## src/rtl/game_round_ctrl.sv

```systemverilog
// Round sequencer for the target-shooting game: launches rounds, judges shots, keeps score.
// Optional build macro HIT_TOLERANCE_EN widens the hit test to +/-TOL grid units per axis.
module game_round_ctrl #(
  parameter int ROUNDS      = 8,
  parameter int TIMEOUT_CYC = 1000,
  parameter int GAP_CYC     = 4,
  parameter int TOL         = 1
) (
  input  logic       clk,
  input  logic       reset,
  input  logic       ena,
  input  logic       start_btn,
  input  logic       fire,
  input  logic [4:0] shot_x,
  input  logic [4:0] shot_y,
  input  logic [4:0] target_x,
  input  logic [4:0] target_y,
  output logic       start_new_game,
  output logic       result_valid,
  output logic       hit,
  output logic [3:0] score,
  output logic [3:0] round_num,
  output logic       busy,
  output logic       game_over
);

  if (ROUNDS < 1 || ROUNDS > 15 || TIMEOUT_CYC < 1 || TIMEOUT_CYC > 65535 ||
      GAP_CYC < 1 || GAP_CYC > 255 || TOL < 0 || TOL > 31) begin : g_bad_cfg
    $error("game_round_ctrl: parameter out of range");
  end

  typedef enum logic [2:0] {
    S_IDLE, S_LAUNCH, S_AIM, S_EVAL, S_SHOW, S_OVER
  } state_t;

`ifdef HIT_TOLERANCE_EN
  function automatic logic [5:0] abs_diff(input logic [4:0] a, input logic [4:0] b);
    logic signed [5:0] d;
    d = $signed({1'b0, a}) - $signed({1'b0, b});
    return (d < 0) ? $unsigned(-d) : $unsigned(d);
  endfunction

  function automatic logic is_hit(input logic [4:0] sx, input logic [4:0] sy,
                                  input logic [4:0] tx, input logic [4:0] ty);
    return (abs_diff(sx, tx) <= 6'(TOL)) && (abs_diff(sy, ty) <= 6'(TOL));
  endfunction
`else
  function automatic logic is_hit(input logic [4:0] sx, input logic [4:0] sy,
                                  input logic [4:0] tx, input logic [4:0] ty);
    return (sx == tx) && (sy == ty);
  endfunction
`endif

  state_t      state_q, state_d;
  logic [15:0] timer_q, timer_d;
  logic [7:0]  gap_q, gap_d;
  logic [3:0]  score_q, score_d;
  logic [3:0]  round_q, round_d;
  logic        hit_q, hit_d;
  logic        rv_q, rv_d;
  logic        launch_q, launch_d;
  logic        busy_q, busy_d;
  logic        over_q, over_d;

  always_comb begin
    state_d = state_q;
    timer_d = timer_q;
    gap_d   = gap_q;
    score_d = score_q;
    round_d = round_q;
    hit_d   = hit_q;
    rv_d    = rv_q;
    if (ena) begin
      rv_d = 1'b0;
      case (state_q)
        S_IDLE, S_OVER: begin
          if (start_btn) begin
            score_d = '0;
            round_d = '0;
            state_d = S_LAUNCH;
          end
        end
        S_LAUNCH: begin
          timer_d = '0;
          state_d = S_AIM;
        end
        S_AIM: begin
          timer_d = timer_q + 16'd1;
          // The target is stable for the whole AIM window, so judging the shot as it is
          // accepted gives the same verdict as judging a latched copy one cycle later.
          if (fire) begin
            hit_d   = is_hit(shot_x, shot_y, target_x, target_y);
            rv_d    = 1'b1;
            state_d = S_EVAL;
          end else if (timer_q == 16'(TIMEOUT_CYC - 1)) begin
            hit_d   = 1'b0;
            rv_d    = 1'b1;
            gap_d   = '0;
            state_d = S_SHOW;
          end
        end
        S_EVAL: begin
          if (hit_q && score_q != 4'hF) score_d = score_q + 4'd1;
          gap_d   = '0;
          state_d = S_SHOW;
        end
        S_SHOW: begin
          gap_d = gap_q + 8'd1;
          if (gap_q == 8'(GAP_CYC - 1)) begin
            if (round_q == 4'(ROUNDS - 1)) begin
              state_d = S_OVER;
            end else begin
              round_d = round_q + 4'd1;
              state_d = S_LAUNCH;
            end
          end
        end
        default: state_d = S_IDLE;
      endcase
    end
    launch_d = (state_d == S_LAUNCH);
    busy_d   = (state_d != S_IDLE) && (state_d != S_OVER);
    over_d   = (state_d == S_OVER);
  end

  always_ff @(posedge clk) begin
    if (reset) begin
      state_q  <= S_IDLE;
      timer_q  <= '0;
      gap_q    <= '0;
      score_q  <= '0;
      round_q  <= '0;
      hit_q    <= 1'b0;
      rv_q     <= 1'b0;
      launch_q <= 1'b0;
      busy_q   <= 1'b0;
      over_q   <= 1'b0;
    end else begin
      state_q  <= state_d;
      timer_q  <= timer_d;
      gap_q    <= gap_d;
      score_q  <= score_d;
      round_q  <= round_d;
      hit_q    <= hit_d;
      rv_q     <= rv_d;
      launch_q <= launch_d;
      busy_q   <= busy_d;
      over_q   <= over_d;
    end
  end

  // Strobes stay pending in their flops while ena is low and are only shown on enabled cycles.
  assign start_new_game = launch_q & ena;
  assign result_valid   = rv_q & ena;
  assign hit            = hit_q;
  assign score          = score_q;
  assign round_num      = round_q;
  assign busy           = busy_q;
  assign game_over      = over_q;

endmodule

```

## config.mk

```make
export PLATFORM = sky130hd
export DESIGN_NAME = game_round_ctrl
export DESIGN_NICKNAME = d
export VERILOG_FILES = /design/src/rtl/game_round_ctrl.sv
export SDC_FILE = /design/constraint.sdc
export NUM_CORES = 1
export LEC_CHECK = 0
export CORE_MARGIN = 1.5
export CORE_UTILIZATION = 50
export CTS_BUF_LIST = sky130_fd_sc_hd__clkbuf_2 sky130_fd_sc_hd__clkbuf_4 sky130_fd_sc_hd__clkbuf_8
export CTS_CLUSTER_SIZE = 10
export DETAILED_ROUTE_END_ITERATION = 10
export PLACE_DENSITY_LB_ADDON = 0.05
export SETUP_SLACK_MARGIN = 0.05
export SKIP_LAST_GASP = 1
export SLEW_MARGIN = 20
export SYNTH_ARGS = -nofsm -noshare
export SYNTH_HDL_FRONTEND = slang
export SYNTH_SLANG_ARGS = --single-unit
```

## constraint.sdc

```tcl
create_clock -name clk -period 2.2 [get_ports clk]
set_input_delay 0.66 -clock clk [delete_from_list [all_inputs] [get_ports clk]]
set_output_delay 0.66 -clock clk [all_outputs]
set_load 0.05 [all_outputs]
```

* After elaboration in Yosys (flattened, before gate mapping)
Cells that the tools add are included. Widths: inputs -> output; s select.
Word-level totals: register bits after elaboration 40, input port bits 25, output and inout port bits 13, logic and storage cells 74
Cells by class: add/subtract/negate cells 4, equal/unequal tests 20, mux-type cells 22, bitwise logic cells 2, reductions and logical operators 16
Operators by type and width (count):
- $pmux 16 s2 | 1
- $pmux 8 s3 | 1
- $mux 3 | 6
- $add 16x1->16 const B | 1
- $eq 16x10->1 const B | 1
- $mux 4 | 4
- $mux 8 | 2
- $pmux 4 s2 | 2
- $pmux 3 s5 | 1
- $ne 2x2->1 const B | 6
- $eq 5x5->1 | 2
- $eq 3x3->1 const B | 3
- $add 4x1->4 const B | 2
- $add 8x1->8 const B | 1
- $eq 8x2->1 const B | 1
- $reduce_and 4->1 | 2
- $reduce_bool 2->1 | 4
- $eq 3x1->1 const B | 2
- $eq 3x2->1 const B | 2
- $reduce_bool 3->1 | 2
- $mux 1 | 5
- $reduce_and 5->1 | 1
- $eq 4x3->1 const B | 1
- $ne 4x4->1 const B | 1
- 7 further kinds | 10

* Longest topological paths before layout
Gate-level depths: netlist (run 1).
depth after elaboration 7, gate-level depth with buffers 7, depth with buffers taken out 6

* Least setup slack after synthesis (run 1)
Ideal clock, no wire load.
kind register to register, start register timer_q[0], end register hit_q, in the netlist hit, library setup time 0.071 ns, arrival 2.097 ns, required time 2.129 ns, slack 0.033 ns, cell stages (with the launch flop) 7, path buffers 0, period minus slack after synthesis 2.167 ns, cells stage by stage dfxtp_1 > ha_1 > or4b_4 > nor4_2 > o211ai_1 > or4_1 > a21oi_1
On the way: cells in the longest elaborated chain, start to end 3
Ends and longest elaborated chain:
- start, declared | line 55 | logic [15:0] timer_q, timer_d;
- start signal, assigned | line 140 | timer_q <= timer_d;
- $eq 16x10->1 | line 95 | end else if (timer_q == 16'(TIMEOUT_CYC - 1)) begin
- $reduce_bool 2->1 (no line)
- $reduce_and 3->1 (no line)
- end signal, assigned | line 144 | hit_q <= hit_d;
- end, declared | line 59 | logic hit_q, hit_d;
Every way passes these cells. A chain may end at the register's enable or synchronous reset.

* Final worst setup path (run 1)
start input port fire, end register over_q, in the netlist game_over
On the way: cells in the longest elaborated chain, start to end 4
Ends and longest elaborated chain:
- start, declared | line 13 | input logic fire,
- $mux 3 | line 91 | if (fire) begin
- $pmux 3 s5 | line 75 | case (state_q)
- $mux 3 | line 73 | if (ena) begin
- $eq 3x3->1 | line 123 | over_d = (state_d == S_OVER);
- end signal, assigned | line 148 | over_q <= over_d;
- end, declared | line 63 | logic over_q, over_d;
Every way passes these cells.

==> results of run 1 <==
-- cell usage after synthesis (all sizes together) (2+ instances only) --
library cell / instances / share of area, %
buf: 5 / 2.0
nand2b: 5 / 1.4
nor3b: 6 / 2.0
and2: 4 / 1.1
or4b: 5 / 2.4
ha: 4 / 2.2
clkbuf: 6 / 0.99
o211ai: 6 / 2.0
xnor2: 14 / 5.4
or4: 2 / 0.66
a21oi: 16 / 3.7
nand4: 10 / 2.8
dfxtp: 40 / 35
nor2b: 3 / 0.83
or3: 8 / 2.2
a22oi: 2 / 0.66
a21o: 4 / 1.3
o2111ai: 2 / 0.77
nand2: 19 / 3.1
nor4: 5 / 2.3
xor2: 17 / 6.6
inv: 5 / 0.83
nor3: 3 / 0.66
or3b: 2 / 0.77
nand3: 9 / 2.0
nor2: 32 / 5.3
o21ai: 14 / 3.1
and3: 2 / 0.55
-- path summary, 6_finish.rpt --
path / startpoint / endpoint / slack [ns] / cells after the start
setup / recovery: fire / game_over$_SDFF_PP0_ / 0.08 / 7
hold / removal: rv_q$_SDFFE_PP0P_ / rv_q$_SDFFE_PP0P_ / 0.46 / 2
setup reg to reg: timer_q[1]$_SDFFE_PP0P_ / hit$_SDFFE_PP0P_ / 0.10 / 6
hold reg to reg: rv_q$_SDFFE_PP0P_ / rv_q$_SDFFE_PP0P_ / 0.46 / 2
-- placed cells by master, fill, tap and decap left out, drive strengths merged, types with 4 or more instances in the layout --
master         instances
buf                   41
dfxtp                 40
nor2                  32
clkdlybuf4s50         24
nand2                 19
xor2                  17
a21oi                 16
xnor2                 14
o21ai                 14
nand4                 10
nand3                  9
or3                    8
o211ai                 6
clkbuf                 6
nor3b                  6
inv                    5
nand2b                 5
or4b                   5
nor4                   5
and2                   4
a21o                   4
ha                     4
-- tightest hold or removal path, delay by kind of cell (launching register included) --
kind            cells  cell delay, ns
compound gates      1            0.05
flops               1            0.31
simple gates        1            0.05
-- per-layer routing --
layer  up-vias  wire [microns]  part of all wire, %  track usage, %
li1       1100               -                    -               -
met1      1028            2430                   45            27.0
met2        21            2770                   51            40.9
met3         7             112                  2.1            4.33
met4         0             100                  1.8            7.26
met5         -               0                    0               0
-- state kept, by name, summed over array words and instances (netlist names) --
signal	count
timer_q	16
gap_q	8
round_num	4
score	4
state_q	3
busy	1
game_over	1
hit	1
launch_q	1
rv_q	1
-- logic make-up (layout without fill, tap and decap cells) --
group	Yosys count	count (layout)	synth area share (%)
AND/OR/NAND/NOR	121	121	30.3
buffers and inverters	16	85	3.87
flip-flops	40	40	35.4
adder cells (fa/ha/maj)	4	4	2.21
multiplexers	2	2	0.939
XOR/XNOR	31	31	12.0
AO/OA/AOI/OAI	54	54	15.3
-- power by group --
group	internal, mW	switching [mW]
sequential	0.736	0.0154
combinational	0.160	0.139
clock	0.254	0.269
-- what timing repair did --
action                                  in CTS  in global routing
pin swaps                                    3                  9
endpoints found under the setup margin      22                 18
buffers inserted                             0                  2
resized for setup                           14                 17
gates cloned                                 1                  0
-- cell type report --
cell class | instances | share of cell area, %
tap | 52 | 2.07
clock inverter | 2 | 0.477
multi-input combinational | 212 | 46.1
clock buffer | 6 | 2.62
sequential | 40 | 25.5
inverter | 5 | 0.596
timing repair buffer | 72 | 22.7
==> qor.csv, run 1 <==
stage,metric,value,unit
die,Die H,70.3,microns
worst_setup_path,"Max stage delay cell, worst path",or4b_4,
sta,fin worst setup slack,0.0803,ns
clocking,Hold Buf Count CTS,0,
logic_synthesis,"Seq/Total Area, Yosys",35.4,%
sta,clock skew,0.00375,ns
sta,fin crit share,96.4,%
power_and_ir_drop,Pleak,1.23,nW
routing,first-pass iteration count of the detailed router,4,
finish,fraction of layout cells with a size suffix above 1,21.4,%
power_and_ir_drop,Total Power,1.57,mW
clocking,"Clk Latency, worst-skew pair",0.29,ns
clocking,Sink Count,40,
routing,vias after detailed routing,2156,
finish,utilization after layout,72.4,%
routing,Routed wire per std cell,13.9,microns
sta,Slew HR,62.6,%
global_route,initial antenna violation count,0,
clocking,CTS buffer count,5,
worst_setup_path,"Req. time, crit path",2.43,ns
placement,DP HPWL,3940,microns
routing,drt via density,5.54,
global_route,largest net degree at the start of global routing,17,
die,initial cell density of the core,52.0,%
logic_synthesis,number of synthesized register bits,40,
sta,setup TNS,0,ns
logic_synthesis,syn nets,297,
worst_setup_path,CP max FO,6,
die,Die Wd,70.3,microns
die,# IOs,38,
sta,fmax,0.472,GHz
sta,final hold slack,0.461,ns
clocking,CTS tree,done,
run,# Max-Cap Violations,0,
finish,area of the multi-input gates,0.00145,sq mm
sta,count of pins over their slew limit,0,
global_route,vias in the first global route,2102,
worst_setup_path,critical path class,in2reg,
die,die area,0.00494,sq mm
sta,final hold viol count,0,
logic_synthesis,Synth Instances,268,
routing,DRC viols,0,
routing,Total Routed Length,5420,microns
clocking,Clock Tree Buf Depth,2,
worst_setup_path,Buf/Inv on CP,2,
global_route,first-pass GRT wire length,9100,microns
global_route,GRT Util Overall,22.7,%
worst_setup_path,Startpoint Class,input port,
finish,Ant. Diodes,0,
placement,Port Buffers,37,
logic_synthesis,Synth Cell Area,0.00226,sq mm
clocking,clock transition at the registers of the reported paths,0.08,ns
finish,final cell count without fillers,389,
worst_setup_path,Critical Path End Type,flip-flop,
sta,final setup vio count,0,
worst_setup_path,"Critical Path, Cell by Cell","buf_8, or4b_4, nor4_4, buf_6, o31ai_4, or3_1, nor2_1",
finish,layout overhead on the synthesized area,39.1,%
logic_synthesis,unique cell type count in the Yosys netlist,53,
clocking,H-tree depth,2,
finish,Layout Nets,365,
worst_setup_path,Worst Path Arrival,2.35,ns
routing,post-route ant nets,0,
finish,cell area after layout,0.00315,sq mm
logic_synthesis,Async SR Flop Fraction,0,%
routing,initial DRC count,57,
worst_setup_path,critical path's largest stage delay,0.54,ns
logic_synthesis,Synth Area per Inst,8.45,sq um
logic_synthesis,"EDFF count, synth",0,
sta,RSZ-0062 raised after global routing,true,
clocking,Root Driver,clkbuf_8,
sta,final worst path period need,2.12,ns
die,std cell rows,24,
die,Core Area,0.00435,sq mm
power_and_ir_drop,Worst VDD drop,0.308,mV
status,status,"finished, final reports clean",
placement,pre-CTS setup slack,-0.506,ns
placement,Placed Area,0.00291,sq mm
logic_synthesis,"Top FF cell, synth",dfxtp_1,
logic_synthesis,Synth Warn #,0,
finish,register area,803,sq um
placement,Inst Count DP,378,
hold_path,Hold Path Class,reg2reg,
finish,# fillers,363,
power_and_ir_drop,Cell Pwr Density,499,mW/mm^2
placement,RePlAce Congestion,0.835,
global_route,total grt overflow,0,
sta,Slew @ Worst Pin,0.560,ns
worst_setup_path,"delay-heaviest family, CP",simple AND/OR/NAND/NOR gates,
Power figures use the tool's default switching activity.
==> inputs of run 2 (changes only) <==
CTS_CLUSTER_SIZE = 8   (was 10)
SLEW_MARGIN = 5   (was 20)
==> results of run 2 <==
No change in the layout: final DEF, timing and power equal those of run 1.
==> inputs of run 3 (changes only) <==
CORE_UTILIZATION = 48   (was 50)
CTS_BUF_LIST = unset   (was sky130_fd_sc_hd__clkbuf_2 sky130_fd_sc_hd__clkbuf_4 sky130_fd_sc_hd__clkbuf_8)
==> run 3 against run 2 <==
  * The run now ends with design-rule violations left
  * Sequential cell count unchanged
  * Sequential power down 0.7%
  * Worst hold slack worse by 0.0022 ns
  * Sequential share of layout area grew 0.51 points
  * Critical path depth decreased by 1
  * Via count is 2.4% lower
  * Global-route usage decreased by 2.0 points
  * Cell count decreased by 0.51%
  * Utilization down 2.6 points
==> qor.csv, run 3 (same netlist as run 1, synthesis figures left out) <==
stage,metric,value,unit,change
die,std cell rows,24,,unchanged
routing,initial DRC count,74,,+30%
worst_setup_path,"Critical Path, Cell by Cell","dlygate4sd2_1, or4b_4, nor4_4, a2bb2oi_2, a2111oi_2, a211oi_1",,
routing,drt via density,5.44,,-1.9%
worst_setup_path,CP max FO,3,,-3
sta,fin worst setup slack,0.0388,ns,-0.0415 ns
power_and_ir_drop,NetSw,0.414,mW,-2.2%
hold_path,Hold Path Class,reg2reg,,
routing,post-route ant nets,0,,unchanged
finish,most frequent cells in the layout,"dfxtp_1, buf_4, nor2_1",,
clocking,CTS buffer count,5,,unchanged
die,die area,0.00514,sq mm,+4.0%
worst_setup_path,"delay-heaviest family, CP",simple AND/OR/NAND/NOR gates,,
die,# IOs,38,,unchanged
status,status,"complete, but fails checks",,
global_route,vias in the first global route,1953,,-7.1%
routing,DRC viols,5,,+5
finish,Ant. Diodes,0,,unchanged
routing,vias after detailed routing,2105,,-2.4%
status,failing checks,design-rule violations,,
power_and_ir_drop,Flop pwr share,49.3,%,+1.5 points
sta,final setup vio count,0,,unchanged
placement,pre-CTS setup slack,-0.513,ns,-0.00718 ns
placement,DP HPWL,3790,microns,-3.8%
clocking,clock transition at the registers of the reported paths,0.07,ns,about the same
sta,fmax,0.463,GHz,-1.9%
die,Die H,71.7,microns,+2.0%
clocking,CTS tree,done,,
power_and_ir_drop,Worst VDD drop,0.418,mV,+36%
sta,Slew @ Worst Pin,0.512,ns,-0.0475 ns
routing,Routed wire per std cell,13.5,microns,-3.0%
global_route,initial antenna violation count,0,,unchanged
power_and_ir_drop,Pleak,1.25,nW,+1.2%
worst_setup_path,Worst Path Arrival,2.32,ns,-0.03 ns
sta,RSZ-0062 raised after global routing,true,,
sta,final hold viol count,0,,unchanged
finish,Layout Nets,363,,-0.55%
power_and_ir_drop,Pint,1.10,mW,-4.3%
clocking,"Clk Latency, worst-skew pair",0.30,ns,about the same
die,initial cell density of the core,51.0,%,-1.1 points
global_route,first-pass GRT wire length,8620,microns,-5.3%
power_and_ir_drop,Sw Ratio,27.3,%,+0.43 points
clocking,H-tree depth,2,,unchanged
die,Die Wd,71.7,microns,+2.0%
die,Core Area,0.00444,sq mm,+2.1%
sta,Slew HR,65.8,%,+3.2 points
clocking,Sink Count,40,,unchanged
sta,final worst path period need,2.16,ns,+0.0415 ns
finish,Reg with most FFs,timer_q,,
worst_setup_path,Buf/Inv on CP,1,,-1
sta,count of pins over their slew limit,0,,unchanged
worst_setup_path,Startpoint Class,input port,,
routing,first-pass iteration count of the detailed router,7,,+3
placement,RePlAce Congestion,0.801,,-4.2%
clocking,Clock Tree Buf Depth,2,,unchanged
clocking,Root Driver,clkbuf_8,,
global_route,largest net degree at the start of global routing,15,,-2
finish,utilization after layout,69.7,%,-2.6 points
worst_setup_path,critical path's largest stage delay,0.50,ns,-0.04 ns
finish,layout overhead on the synthesized area,36.8,%,
finish,"commonest non-fill, non-tap cell in the layout",dfxtp_1,,
finish,Top Registers,"timer_q x16, gap_q x8",,
power_and_ir_drop,Cell Pwr Density,489,mW/mm^2,-2.1%
routing,Total Routed Length,5230,microns,-3.5%
sta,clock skew,0.0113,ns,+0.00757 ns
run,# Max-Cap Violations,0,,unchanged
worst_setup_path,worst reg2reg setup slack,0.08,ns,-0.02 ns
worst_setup_path,"Req. time, crit path",2.36,ns,-0.07 ns
power_and_ir_drop,clock share of power,32.0,%,-1.2 points
sta,fin crit share,98.2,%,+1.9 points
worst_setup_path,"Max stage delay cell, worst path",or4b_4,,
global_route,total grt overflow,0,,unchanged
finish,fraction of layout cells with a size suffix above 1,20.6,%,-0.77 points
worst_setup_path,critical path class,in2reg,,
power_and_ir_drop,Gate power share,18.6,%,-0.4 points
finish,number of flip-flops in the largest register,16,,unchanged
placement,Port Buffers,37,,unchanged
global_route,GRT Util Overall,20.7,%,-2.0 points
worst_setup_path,Critical Path End Type,flip-flop,,
## run 3: repair_timing
item | CTS | global route
endpoints found under the setup margin | 21 | 17
gates cloned | 1 | 0
pin swaps | 4 | 6
resized for setup | 12 | 14
setup buffers | 1 | 2
hold buffers | 0 | 0
## run 3: cell type report
type	count	area [sq um]
clock buffer	5	68.8
clock inverter	3	18.8
fill	389	1350
inverter	5	18.8
multi-input combinational	212	1450
sequential	40	806
tap	52	65.1
timing repair buffer	70	668
## run 3: worst min-delay path: cells and delay by family, from the launching register on
| family | cells | cell delay (ns) |
|---|---|---|
| DFF | 1 | 0.31 |
| AOI/OAI and AO/OA | 1 | 0.06 |
| and+or+nand+nor | 1 | 0.05 |
## run 3: layer usage
layer / wire [microns] / GRT usage (%)
met3: 247 / 4.92
met1: 2380 / 26.3
met2: 2570 / 35.5
met5: 0 / 0
met4: 26 / 5.24
## run 3: worst paths after layout
path                                               from                 to  cells past startpoint
worst max-delay path                               fire    busy$_SDFF_PP0_                      6
worst min-delay path                  rv_q$_SDFFE_PP0P_  rv_q$_SDFFE_PP0P_                      2
worst max register to register  timer_q[1]$_SDFFE_PP0P_   hit$_SDFFE_PP0P_                      7
worst min register to register        rv_q$_SDFFE_PP0P_  rv_q$_SDFFE_PP0P_                      2
## run 3: stage by stage
stage	hold WS, ns	cells	area, sq um	power, mW	setup TNS, ns
final	0.458	387	3100	1.51	0
after global routing	0.492	387	3100	1.58	-0.00608
after CTS	0.463	385	3040	1.53	0
after detailed placement	0.451	375	2860	1.03	-8.21
after global placement	0.441	375	2860	1.02	-7.64
after floorplan	0.432	268	2270	0.914	0
## run 3: power groups by stage
stage	Combinational, mW	Sequential, mW	Clock (mW)
after floorplan	0.134	0.780	0
after global placement	0.259	0.764	0
after detailed placement	0.262	0.764	0
after CTS	0.273	0.748	0.505
after global routing	0.304	0.748	0.529
final	0.282	0.747	0.485
